**src/rtl/pipeline_ctrl_pkg.sv**
```systemverilog
// Shared types and constants for the pipeline stall/flush sequencer.
// State encoding is 2 bits; perf counter width is fixed at 32.
package pipeline_ctrl_pkg;

   typedef enum logic [1:0] {
      ST_RUN      = 2'd0,
      ST_LSU_WAIT = 2'd1,
      ST_FLUSH    = 2'd2
   } pctrl_state_t;

   localparam int unsigned PCTRL_ST_WIDTH = 2;
   localparam int unsigned PERF_CNT_WIDTH = 32;

endpackage

```
**src/rtl/pipeline_ctrl_perf_cnt.sv**
```systemverilog
// Saturating event counter with synchronous clear, used for pipeline perf statistics.
module pipe_perf_cnt #(
   parameter int unsigned WIDTH = 32
) (
   input  logic             clk,
   input  logic             clr,
   input  logic             inc,
   output logic [WIDTH-1:0] count
);

   always_ff @(posedge clk) begin
      if (clr) begin
         count <= '0;
      end else if (inc && (count != '1)) begin
         count <= count + 1'b1;
      end
   end

endmodule

```
**src/rtl/pipeline_ctrl.sv**
```systemverilog
// Stall/flush sequencer for the 5-stage pipeline: per-stage enables and bubble controls.
// Optional perf counters (stall/flush cycles) are built when PIPE_CTRL_PERF_CNT_EN is defined.
module pipeline_ctrl
   import pipeline_ctrl_pkg::*;
#(
   parameter int unsigned FLUSH_CYCLES = 1
) (
   input  logic        clk,
   input  logic        rst,
   input  logic        hazard_detected,
   input  logic        ex_redirect,
   input  logic        ifu_valid,
   input  logic        mem_req,
   input  logic        mem_resp_valid,
   output logic        pc_en,
   output logic        if_id_en,
   output logic        id_exe_en,
   output logic        exe_mem_en,
   output logic        mem_wb_en,
   output logic        if_id_flush,
   output logic        id_exe_flush,
   output logic        mem_wb_flush,
`ifdef PIPE_CTRL_PERF_CNT_EN
   output logic [31:0] perf_stall_cycles,
   output logic [31:0] perf_flush_cycles,
`endif
   output logic        busy
);

   localparam int unsigned CNT_W = $clog2(FLUSH_CYCLES + 1);
   localparam logic [CNT_W-1:0] CNT_RELOAD = CNT_W'(FLUSH_CYCLES - 1);

   pctrl_state_t     state, state_nxt;
   pctrl_state_t     ret_state, ret_state_nxt;
   pctrl_state_t     eff_state;
   logic [CNT_W-1:0] cnt, cnt_nxt;
   logic             freeze;

   // On the response cycle the controller behaves as its saved return state.
   always_comb begin
      eff_state = (state == ST_LSU_WAIT) ? ret_state : state;
      if (state == ST_LSU_WAIT) begin
         freeze = !mem_resp_valid;
      end else begin
         freeze = mem_req && !mem_resp_valid;
      end
   end

   always_ff @(posedge clk) begin
      if (rst) begin
         state     <= ST_RUN;
         ret_state <= ST_RUN;
         cnt       <= '0;
      end else begin
         state     <= state_nxt;
         ret_state <= ret_state_nxt;
         cnt       <= cnt_nxt;
      end
   end

   always_comb begin
      state_nxt     = state;
      ret_state_nxt = ret_state;
      cnt_nxt       = cnt;
      if (freeze) begin
         if (state != ST_LSU_WAIT) begin
            ret_state_nxt = state;
            state_nxt     = ST_LSU_WAIT;
         end
      end else if (ex_redirect) begin
         cnt_nxt   = CNT_RELOAD;
         state_nxt = (FLUSH_CYCLES == 1) ? ST_RUN : ST_FLUSH;
      end else if (eff_state == ST_FLUSH) begin
         cnt_nxt   = cnt - 1'b1;
         state_nxt = (cnt == CNT_W'(1)) ? ST_RUN : ST_FLUSH;
      end else begin
         state_nxt = ST_RUN;
      end
   end

   always_comb begin
      pc_en        = 1'b1;
      if_id_en     = 1'b1;
      id_exe_en    = 1'b1;
      exe_mem_en   = 1'b1;
      mem_wb_en    = 1'b1;
      if_id_flush  = 1'b0;
      id_exe_flush = 1'b0;
      mem_wb_flush = 1'b0;
      busy         = (state != ST_RUN);
      if (rst) begin
         pc_en        = 1'b0;
         if_id_en     = 1'b0;
         id_exe_en    = 1'b0;
         exe_mem_en   = 1'b0;
         mem_wb_en    = 1'b0;
         if_id_flush  = 1'b1;
         id_exe_flush = 1'b1;
         mem_wb_flush = 1'b1;
         busy         = 1'b0;
      end else if (freeze) begin
         pc_en        = 1'b0;
         if_id_en     = 1'b0;
         id_exe_en    = 1'b0;
         exe_mem_en   = 1'b0;
         mem_wb_flush = 1'b1;
      end else if (ex_redirect) begin
         if_id_flush  = 1'b1;
         id_exe_flush = 1'b1;
      end else begin
         if (eff_state == ST_FLUSH) begin
            if_id_flush = 1'b1;
         end
         // Fetch bubble only applies in RUN; FLUSH is already bubbling IF/ID.
         if (hazard_detected) begin
            pc_en        = 1'b0;
            if_id_en     = 1'b0;
            id_exe_flush = 1'b1;
         end else if ((eff_state == ST_RUN) && !ifu_valid) begin
            pc_en       = 1'b0;
            if_id_flush = 1'b1;
         end
      end
   end

`ifdef PIPE_CTRL_PERF_CNT_EN
   pipe_perf_cnt #(
      .WIDTH(PERF_CNT_WIDTH)
   ) u_stall_cnt (
      .clk  (clk),
      .clr  (rst),
      .inc  (!pc_en && !rst),
      .count(perf_stall_cycles)
   );

   pipe_perf_cnt #(
      .WIDTH(PERF_CNT_WIDTH)
   ) u_flush_cnt (
      .clk  (clk),
      .clr  (rst),
      .inc  (if_id_flush && !rst),
      .count(perf_flush_cycles)
   );
`endif

endmodule

```
**config.mk**
```make
export PLATFORM = sky130hd
export DESIGN_NAME = pipeline_ctrl
export DESIGN_NICKNAME = d
export VERILOG_FILES = /design/src/rtl/pipeline_ctrl_pkg.sv /design/src/rtl/pipeline_ctrl_perf_cnt.sv /design/src/rtl/pipeline_ctrl.sv
export SDC_FILE = /design/constraint.sdc
export NUM_CORES = 1
export LEC_CHECK = 0
export BUFFER_PORTS_ARGS = -buffer_cell sky130_fd_sc_hd__clkbuf_2
export CORE_AREA = 2 2 39 41
export DETAILED_ROUTE_END_ITERATION = 7
export DIE_AREA = 0 0 41 43
export SYNTH_ARGS = -nofsm -noshare
export SYNTH_HDL_FRONTEND = slang
export SYNTH_SLANG_ARGS = --single-unit
```
**constraint.sdc**
```tcl
create_clock -name clk -period 2.8 [get_ports clk]
set_clock_uncertainty 0.15 [all_clocks]
set_input_delay 0.56 -clock clk [delete_from_list [all_inputs] [get_ports clk]]
set_output_delay 0.56 -clock clk [all_outputs]
set_load 0.005 [all_outputs]
```
---- Yosys cells after proc, flatten, opt, wreduce, memory -nomap -nowiden ----
Index checks and enable logic that the tools add are counted.
word-level totals
  register bits after elaboration ......... 5
  input bits .............................. 7
  output and inout port bits .............. 9
  logic and storage cells ................. 52
operators by class
  $add $sub $neg .......................... 1
  equality and inequality tests ........... 4
  muxes and demuxes ....................... 34
  bitwise gates (word level) .............. 1
  reductions and logical operators ........ 9
operators with widths
  cell                   count
  $mux W1                28
  $mux W2                6
  $ne A2 B1 Y1 const B   2
  $reduce_and A2 Y1      2
  $reduce_bool A2 Y1     2
  $eq A2 B1 Y1 const B   1
  $eq A2 B2 Y1 const B   1
  $logic_and A1 B1 Y1    2
  $logic_not A1 Y1       2
  $logic_not A2 Y1       1
  $not A1 Y1             1
  $sub A1 B1 Y1 const B  1

---- Logic depth before layout (Yosys ltp) ----
  word-level depth ........................ 9
  mapped depth ............................ 6
  gate-level depth less buffers ........... 4

---- Worst setup path after synthesis ----
OpenSTA, ideal clock, no wires.
  path type ............................... input -> output
  from .................................... in mem_req
  to ...................................... out id_exe_en
  arrival time ............................ 1191 ps
  data required time ...................... 2090 ps
  slack ................................... 899 ps
  stages .................................. 6
  path through ............................ inv_1 -> a21oi_4 -> or2_1 -> buf_2 -> inv_2 -> buf_4
on the way
  cells in the longest elaborated chain, start to end .. 4
RTL lines
  item                   RTL line             RTL
  start, declared        pipeline_ctrl.sv:13  input logic mem_req,
  $logic_and A1 B1 Y1    pipeline_ctrl.sv:45  freeze = mem_req && !mem_resp_valid;
  $mux W1                pipeline_ctrl.sv:42  if (state == ST_LSU_WAIT) begin
  $mux W1 (2 in series)  n/a
  end, declared          pipeline_ctrl.sv:17  output logic id_exe_en,
Every way passes these cells.

---- Worst setup path in the final report ----
  from .................................... reg state[1]
  to ...................................... out if_id_flush
on the way
  cells in the longest elaborated chain, start to end .. 9
RTL lines
  item                                                     RTL line                                    RTL
  start, declared                                          pipeline_ctrl.sv:33                         pctrl_state_t state, state_nxt;
  start signal, assigned                                   pipeline_ctrl.sv:55                         state <= state_nxt;
  $eq A2 B1 Y1                                             pipeline_ctrl.sv:41, pipeline_ctrl.sv:42
  $mux W2                                                  pipeline_ctrl.sv:41                         eff_state = (state == ST_LSU_WAIT) ? ret_state : state;
  $eq A2 B2 Y1 / $logic_not A2 Y1 (equally long branches)  pipeline_ctrl.sv:111, pipeline_ctrl.sv:119
  $mux W1 / $logic_and A1 B1 Y1 (equally long branches)    pipeline_ctrl.sv:111, pipeline_ctrl.sv:119
  $mux W1                                                  pipeline_ctrl.sv:119                        end else if ((eff_state == ST_RUN) && !ifu_valid) begin
  $mux W1                                                  pipeline_ctrl.sv:115                        if (hazard_detected) begin
  $mux W1                                                  pipeline_ctrl.sv:107                        end else if (ex_redirect) begin
  $mux W1 *                                                pipeline_ctrl.sv:101                        end else if (freeze) begin
  $mux W1 *                                                pipeline_ctrl.sv:91                         if (rst) begin
  end, declared                                            pipeline_ctrl.sv:20                         output logic if_id_flush,
Mark *: on every way between the ends. The rest lies on a longest branch, timed or not.

==> results.toml <==
[clock_network]
tritoncts = "yes"
clock_sinks = 5
ctsHoldBuffers = 0
cts_max_level = 1
clock_latency_ns = 0.24
cts_buffers = 3
cts_resized = 0
cts_setup_buffers = 0
path_clk_slew_ns = 0.04
cts_root_buf = "clkbuf_4"
cts_buffer_depth = 2

[grt]
grt_use_total_pct = 10.1
first_global_vias = 276
grt-ovfl-total = 0
grt_pass1_wl_um = 1080
grt_start_max_net_pins = 8
antenna_found_initial = 0

[timing]
max_freq_mhz = 447
grt_setup_unrepaired = "false"
hold_viol = 0
worstMarginPinSlew_ns = 0.244
relSlewSlack_pct = 83.6
finalSetupViolCount = 0
tns_ns = 0
fin_crit_sh_pct = 79.9
drv_slew = 0
min_period_ns = 2.24
whs_ns = 0.337

[worst_setup_path]
crit_arrival_ns = 1.53
crit_path_start_kind = "register"
end_kind = "primary output"
required_ns = 2.09
r2r_cells = 4
reg2reg_slack_ns = 1.42
critPathBufInv = 1
crit_chain = "nand2b_1 > a21oi_4 > nor3_1 > or3_1 > clkbuf_2"
crit_type = "reg2out"
cp_top_family = "simple AND/OR/NAND/NOR gates"
crit_slowest_cell = "dfxtp_1"
reg2reg_to = "cnt"
max_stage_delay_ns = 0.35
path_max_fanout = 6
rr_startpoint = "state[1]"

[routing]
ant_nets = 0
vias = 351
drc = 0
dr.pass1.iters = 4
drtIter0Drc = 4
drt_wl_total_um = 717
vias_per_cell = 4.68
wl_per_cell_um = 9.56

[finish]
finalNetCount = 67
syn2layout_area_growth_pct = 34.0
diodes = 0
fin_area_um2 = 429
final_util_pct = 31.0
drive_gt1_share_pct = 37.3

[min_path]
holdPathStages = 2
min_path_type = "reg2reg"
hp-start = "cnt"
min_to = "cnt"

[placement]
gp_congestion = 0.663
dp_hpwl_um = 561
io_buffers = 15
place_area_um2 = 403

[power]
power_mw = 0.188
leakage_nw = 0.212
power-per-cell-area_nw_per_um2 = 438
peakVddDrop_v = 0.000167

[yosys]
synth_cell_types = 23
synth_top_area_share_pct = 31.3
avgSynthCellArea_um2 = 7.63
syn_area_um2 = 320
ys_seq_area_share_pct = 31.3
synthTopCellsByArea = "dfxtp_1 31%, nor2_1 9.4%, nand2b_1 5.9%, a21oi_4 5.1%, o21ai_0 4.7%"
synth_top_area_cell = "dfxtp_1"
netlist_instances = 42
ys_ff_latch = 5
synth.net_count = 49
yosys_warnings = 0

[floorplan]
die_y_um = 43
fp.coreArea_um2 = 1380
die-area_um2 = 1760
start_util_pct = 23.1
fp.dieW_um = 41
top_level_ports = 16
num_rows = 14

[flow_run]
maxCapViolations = 0

[run_status]
status = "complete, no violations"
[worst max-delay path by stage]
stage,cells past startpoint,endpoint,slack (ns),from
after CTS,5,if_id_flush,0.55,state[1]
after detailed placement,6,if_id_flush,0.67,mem_req
after global routing,5,if_id_flush,0.44,state[0]
final,5,if_id_flush,0.56,state[1]
after global placement,6,if_id_flush,0.69,mem_req
after floorplan,6,id_exe_en,0.90,mem_req
[cell usage after synthesis]
cell and count:
nor2_1 8, dfxtp_1 5, inv_1 4, nand2b_1 3
o21ai_0 3, a21oi_1 2, a21oi_2 1, a21oi_4 1
and2_1 1, and4bb_1 1, buf_2 1, buf_4 1
inv_2 1, nand2_1 1, nand3b_1 1, nor2b_1 1
nor3_1 1, nor3_2 1, o211a_1 1, o211ai_1 1
o32ai_1 1, or2_1 1, or3_1 1
[layer usage]
metal / routed length (µm) / track usage (%)
met1: 291 / 8.04
met2: 339 / 14.4
met3: 57 / 7.85
met4: 28 / 10.0
met5: 0 / 0
[where the power goes]
| part | leakage (nW) | internal [mW] | switching [mW] | total, mW |
|---|---|---|---|---|
| Sequential | 0.0404 | 0.0722 | 0.00111 | 0.0733 |
| Combinational | 0.157 | 0.0147 | 0.0173 | 0.0319 |
| Clock | 0.0150 | 0.0538 | 0.0289 | 0.0827 |
| Total | 0.212 | 0.141 | 0.0473 | 0.188 |
[flip-flops by register name, indices dropped and copies added, names as in the netlist]
register	cells
ret_state	2
state	2
cnt	1
[worst register-to-register path, stage by stage (launching register included)]
cell,delay (ns)
dfxtp_1,0.35
nand2b_1,0.20
a21oi_4,0.22
or2_1,0.25
o32ai_1,0.10
[per-stage QoR]
stage / setup WS [ns] / std cells
6_report: 0.564 / 75
4_1_cts: 0.548 / 75
2_1_floorplan: 0.899 / 42
3_5_place_dp: 0.668 / 71
5_1_grt: 0.439 / 75
3_3_place_gp: 0.689 / 71
[cell usage in the layout (no fill, tap or decap), types with 2 or more instances in the layout]
| cell | n |
|---|---|
| clkbuf_2 | 15 |
| nor2_1 | 8 |
| dfxtp_1 | 5 |
| inv_1 | 4 |
| nand2b_1 | 3 |
| o21ai_0 | 3 |
| clkbuf_4 | 3 |
| a21oi_1 | 2 |
[final cells by class]
| cell class | instances | area (µm²) |
|---|---|---|
| inverter | 5 | 18.8 |
| tap | 16 | 20.0 |
| timing repair buffer | 15 | 75.1 |
| fill | 159 | 955 |
| clock buffer | 4 | 26.3 |
| sequential | 5 | 100 |
| multi-input combinational | 30 | 189 |
[cells by family after synthesis]
logic type,count (synthesis),synth area share [%]
and+or+nand+nor,20,35.2
DFF,5,31.3
buffers and inverters,7,9.76
AOI/OAI and AO/OA,10,23.8
Note: power is estimated with default switching activity, not from simulation.
